File: config.mk
export PLATFORM = sky130hd
export DESIGN_NAME = reg_file_sb
export DESIGN_NICKNAME = d
export VERILOG_FILES = /design/src/rtl/reg_file_sb.sv
export SDC_FILE = /design/constraint.sdc
export NUM_CORES = 1
export LEC_CHECK = 0
export CAP_MARGIN = 25
export CORE_MARGIN = 1
export CORE_UTILIZATION = 35
export DETAILED_ROUTE_END_ITERATION = 10
export PLACE_DENSITY = 0.55
export SLEW_MARGIN = 20
export SYNTH_ARGS = -nofsm -noshare
export SYNTH_HDL_FRONTEND = slang
export SYNTH_SLANG_ARGS = --single-unit
export TNS_END_PERCENT = 100
File: constraint.sdc
create_clock -name clk -period 4.3 [get_ports clk]
set_clock_uncertainty 0.15 [all_clocks]
set_input_delay 0.86 -clock clk [delete_from_list [all_inputs] [get_ports clk]]
set_output_delay 0.86 -clock clk [all_outputs]
set_load 0.05 [all_outputs]
File: src/rtl/reg_file_sb.sv
// reg_file_sb: parametrised register file with a hardware clear sequencer
// and a per-register busy scoreboard for RAW hazard detection.
//
// After reset the file walks every entry writing zero (CLEAR), then accepts
// reads, writes and scoreboard updates (RUN). Register 0 always reads zero
// and is never busy.
//
// Optional feature: define REG_FILE_BYPASS_EN to forward the in-flight
// write data (and its busy clear) straight to matching read ports.

module reg_file_sb #(
    parameter int DATA_WIDTH = 32,
    parameter int ADDR_WIDTH = 5,
    parameter int NUM_RD     = 2
) (
    input  logic                         clk,
    input  logic                         rst,
    output logic                         ready_o,
    input  logic [NUM_RD*ADDR_WIDTH-1:0] raddr_i,
    output logic [NUM_RD*DATA_WIDTH-1:0] rdata_o,
    output logic [NUM_RD-1:0]            rbusy_o,
    input  logic                         wen_i,
    input  logic [ADDR_WIDTH-1:0]        waddr_i,
    input  logic [DATA_WIDTH-1:0]        wdata_i,
    input  logic                         set_en_i,
    input  logic [ADDR_WIDTH-1:0]        set_addr_i
);

    localparam int DEPTH = 1 << ADDR_WIDTH;
    // Last entry written by the clear sequencer; the transition to RUN keys
    // on this value rather than on the counter wrapping back to zero.
    localparam logic [ADDR_WIDTH-1:0] LAST_ADDR = ADDR_WIDTH'(DEPTH - 1);

    typedef enum logic {
        CLEAR = 1'b0,
        RUN   = 1'b1
    } state_e;

    state_e                  state_q, state_d;
    logic [ADDR_WIDTH-1:0]   cnt_q, cnt_d;
    logic [DATA_WIDTH-1:0]   rf_q [DEPTH];
    logic [DEPTH-1:0]        busy_q, busy_d;

    logic                    run;
    logic                    wr_fire;
    logic                    set_fire;
    logic                    mem_we;
    logic [ADDR_WIDTH-1:0]   mem_waddr;
    logic [DATA_WIDTH-1:0]   mem_wdata;

    assign run      = (state_q == RUN);
    assign ready_o  = run;
    // Architectural write / busy-set events; both are ignored outside RUN
    // and register 0 is never a target.
    assign wr_fire  = run && wen_i && (waddr_i != '0);
    assign set_fire = run && set_en_i && (set_addr_i != '0);

    // State register and clear counter.
    always_ff @(posedge clk) begin
        // NOTE: sequential state is assigned with <= so every register
        // samples its inputs from before the edge, independent of block order.
        if (rst) begin
            state_q <= CLEAR;
            cnt_q   <= '0;
        end else begin
            state_q <= state_d;
            cnt_q   <= cnt_d;
        end
    end

    // Next-state logic: walk the counter over every entry, then enter RUN.
    always_comb begin
        // NOTE: every output of a combinational block gets a default first,
        // so no path leaves it unassigned and no latch is inferred.
        state_d = state_q;
        cnt_d   = cnt_q;
        unique case (state_q)
            CLEAR: begin
                cnt_d = cnt_q + ADDR_WIDTH'(1);
                if (cnt_q == LAST_ADDR) begin
                    state_d = RUN;
                    cnt_d   = '0;
                end
            end
            RUN: begin
                state_d = RUN;
            end
            default: begin
                state_d = CLEAR;
                cnt_d   = '0;
            end
        endcase
    end

    // Storage write port mux: the clear sequencer owns the port in CLEAR,
    // the writeback stage owns it in RUN.
    always_comb begin
        mem_we    = 1'b0;
        mem_waddr = waddr_i;
        mem_wdata = wdata_i;
        if (!rst) begin
            if (!run) begin
                mem_we    = 1'b1;
                mem_waddr = cnt_q;
                mem_wdata = '0;
            end else if (wr_fire) begin
                mem_we    = 1'b1;
            end
        end
    end

    // Register storage.
    always_ff @(posedge clk) begin
        // NOTE: the array has no reset term; zeroing is done one entry per
        // cycle by the clear sequencer, which keeps this a plain RAM.
        if (mem_we) begin
            rf_q[mem_waddr] <= mem_wdata;
        end
    end

    // Scoreboard next state: writeback clears, issue sets, set wins a tie.
    always_comb begin
        busy_d = busy_q;
        if (wr_fire) begin
            busy_d[waddr_i] = 1'b0;
        end
        if (set_fire) begin
            busy_d[set_addr_i] = 1'b1;
        end
        busy_d[0] = 1'b0;
    end

    // Scoreboard register; reset clears every busy bit.
    always_ff @(posedge clk) begin
        if (rst) begin
            busy_q <= '0;
        end else begin
            busy_q <= busy_d;
        end
    end

    // Combinational read ports.
    for (genvar i = 0; i < NUM_RD; i++) begin : g_rd
        logic [ADDR_WIDTH-1:0] ra;
        logic [DATA_WIDTH-1:0] rd;
        logic                  rb;

        assign ra = raddr_i[i*ADDR_WIDTH +: ADDR_WIDTH];

        // Read data and busy for this port; zero in CLEAR and for register 0.
        always_comb begin
            rd = '0;
            rb = 1'b0;
            if (run && (ra != '0)) begin
                rd = rf_q[ra];
                rb = busy_q[ra];
`ifdef REG_FILE_BYPASS_EN
                // Forward the write landing this edge; the producer has
                // completed, so the register is not busy this cycle.
                if (wr_fire && (waddr_i == ra)) begin
                    rd = wdata_i;
                    rb = 1'b0;
                end
`endif
            end
        end

        assign rdata_o[i*DATA_WIDTH +: DATA_WIDTH] = rd;
        assign rbusy_o[i]                          = rb;
    end

endmodule

==> results.py <==
metrics = {
    "worst_setup_path": {
        "worstPathArrival_ns": 3.26,
        "r2r_end": "rf_q[14][26]",
        "startpoint_type": "input port",
        "worstSetupStartpoint": "raddr_i[4]",
        "endpoint": "rdata_o[13]",
        "path_class": "input port to output port",
        "critPathMaxFanout": 22,
        "reg2reg_from": "ready_o",
        "reg2reg_slack_ns": 1.13,
        "reg2reg_depth": 6,
        "end_kind": "output port",
        "required_ns": 3.29,
    },
    "die": {
        "start_util": 0.354,
        "ios": 123,
        "die_y_um": 379,
        "die_x_um": 379,
        "dieArea_um2": 143000,
        "core_um2": 140000,
        "rows": 137,
    },
    "grt": {
        "grt_pass1_vias": 29800,
        "grt_pass1_wl_um": 222000,
        "grt_antenna_before_repair": 7,
        "overflow": 0,
        "grt_max_degree": 54,
        "track_usage": 0.221,
    },
    "place": {
        "routabilityCongestion": 0.838,
        "preCtsSetupSlack_ns": -0.0468,
        "numPortBuffers": 122,
        "dpl.hpwl_um": 97100,
        "place_area_um2": 55600,
    },
    "route": {
        "dr.first_iter.drc_count": 2868,
        "drc": 0,
        "wl_um": 157000,
        "via_count": 28100,
        "viasPerCell": 5.95,
        "drt_first_pass_iters": 5,
        "routed_wire_length_per_instance_um": 33.2,
        "ant_nets": 0,
    },
    "sta": {
        "fmax_mhz": 234,
        "worstMarginPinSlew_ns": 1.08,
        "grt_setup_unrepaired": "false",
        "finalSetupViolCount": 0,
        "hold_viol": 0,
        "drv_slew": 0,
        "period_minus_slack_ns": 4.27,
        "fin_ws_ns": 0.0327,
        "relSlewSlack": 0.293,
        "period_share": 0.992,
    },
    "cells_and_area": {
        "nets": 2805,
        "finalCoreUtilization": 0.424,
        "area_growth_pct": 19.7,
        "drive_gt1_frac": 0.383,
        "layout_common_cells": "1024 x edfxtp_1, 526 x mux4_2, 271 x mux2i_1",
        "final_cell_area_um2": 59400,
        "final_common_cell": "edfxtp_1",
    },
    "clock_tree": {
        "clkTransAtPathRegs_ns": 0.06,
        "cts_tree": "yes",
        "cts_buffers": 112,
        "cts_num_sinks": 1061,
        "cts_setup_buffers": 0,
        "htree_levels": 3,
        "clockBufferDepth": 3,
        "cts_root_buf": "clkbuf_16",
        "cts_resized": 1,
        "ctsHoldBuffers": 0,
        "insertion_delay_ns": 0.73,
    },
    "hold_path": {
        "hold_path.class": "flip-flop to flip-flop",
    },
    "yosys": {
        "postSynth.asyncResetShare": 0,
        "ys_seq_elements": 1061,
        "synth_nets": 2515,
        "yosysWarnings": 0,
        "yosysSeqAreaShare": 0.635,
        "netlist_area_um2": 49600,
        "synth.distinct_cells": 39,
        "synth_edf_count": 1024,
        "avgSynthCellArea_um2": 20.2,
        "synthCells": 2457,
        "synth_ff_type": "edfxtp_1",
    },
    "power": {
        "power_density_nw_per_um2": 391,
        "vdd_drop_max_uv": 367,
        "p_leak_nw": 19.4,
        "total_power_mw": 23.2,
    },
    "job": {
        "drv_cap": 0,
    },
    "outcome": {
        "status": "completed",
    },
}
## worst min path at each step
stage / to / slack [ns] / depth (start not counted) / startpoint
after floorplan: busy_q[12] / 0.31 / 2 / busy_q[12]
after global placement: busy_q[19] / 0.32 / 2 / busy_q[19]
after detailed placement: busy_q[20] / 0.33 / 2 / busy_q[20]
after CTS: busy_q[20] / 0.34 / 2 / busy_q[20]
after global routing: busy_q[20] / 0.37 / 2 / busy_q[20]
final: busy_q[20] / 0.34 / 2 / busy_q[20]
## logic make-up after synthesis
group,after synthesis,synth area share
AOI/OAI and AO/OA,203,0.0309
DFF,1061,0.635
adders and majority gates,2,0.000504
and+or+nand+nor,193,0.0199
buffers and inverters,197,0.0198
muxes,801,0.294
## flip-flops by register name, summed over array words and instances, names as in the netlist
| name | count |
|---|---|
| busy_q | 31 |
| rf_q | 1024 |
| ready_o | 1 |
| cnt_q | 5 |
## area by class of cell
| class | instances | area [um2] |
|---|---|---|
| tap | 1876 | 2350 |
| clock inverter | 81 | 827 |
| fill | 12200 | 80700 |
| inverter | 1 | 3.75 |
| antenna | 5 | 12.5 |
| clock buffer | 131 | 2920 |
| timing repair buffer | 372 | 4240 |
| sequential | 1061 | 31500 |
| multi-input combinational | 1199 | 17500 |
## layer usage
layer  up-vias  track usage  part of all wire
met5         -            0                 0
met4         0       0.0872             0.039
met3       278       0.0371             0.061
met2      1162        0.372              0.50
met1     15400        0.283              0.40
li1      11300            -                 -
## through the flow
stage	hold slack (ns)	setup TNS, ns	std cells
4_1_cts	0.338	0	4721
3_3_place_gp	0.325	-0.0514	4506
5_1_grt	0.366	0	4725
2_1_floorplan	0.310	0	2457
3_5_place_dp	0.329	-0.0468	4509
6_report	0.338	0	4726
## power breakdown
part | total (mW) | internal [mW] | switching (mW) | leakage [nW]
Clock | 9.90 | 5.75 | 4.15 | 1.82
Combinational | 1.84 | 0.840 | 0.997 | 7.92
Sequential | 11.5 | 11.4 | 0.0401 | 9.67
Total | 23.2 | 18.0 | 5.19 | 19.4
## worst max-delay path, stage by stage
cell             delay [ns]
clkdlybuf4s50_1        0.57
nand2b_1               0.24
or3_2                  0.57
buf_12                 0.24
o22a_1                 0.23
o221ai_1               0.21
buf_4                  0.31
## cell usage after synthesis (27+ instances only)
cell      count  area share
dfxtp_1      37       0.015
buf_2        94      0.0095
nor2b_1      44      0.0055
mux2i_1     271       0.055
o221ai_1     64       0.011
o22a_1       64       0.011
clkbuf_1     63      0.0048
o21ai_0      37      0.0037
nor2_1       48      0.0036
a21oi_1      27      0.0027
edfxtp_1   1024        0.62
mux4_2      526        0.24
nand2_1      39      0.0030
buf_4        29      0.0044
Note: power is estimated with default switching activity, not from simulation.
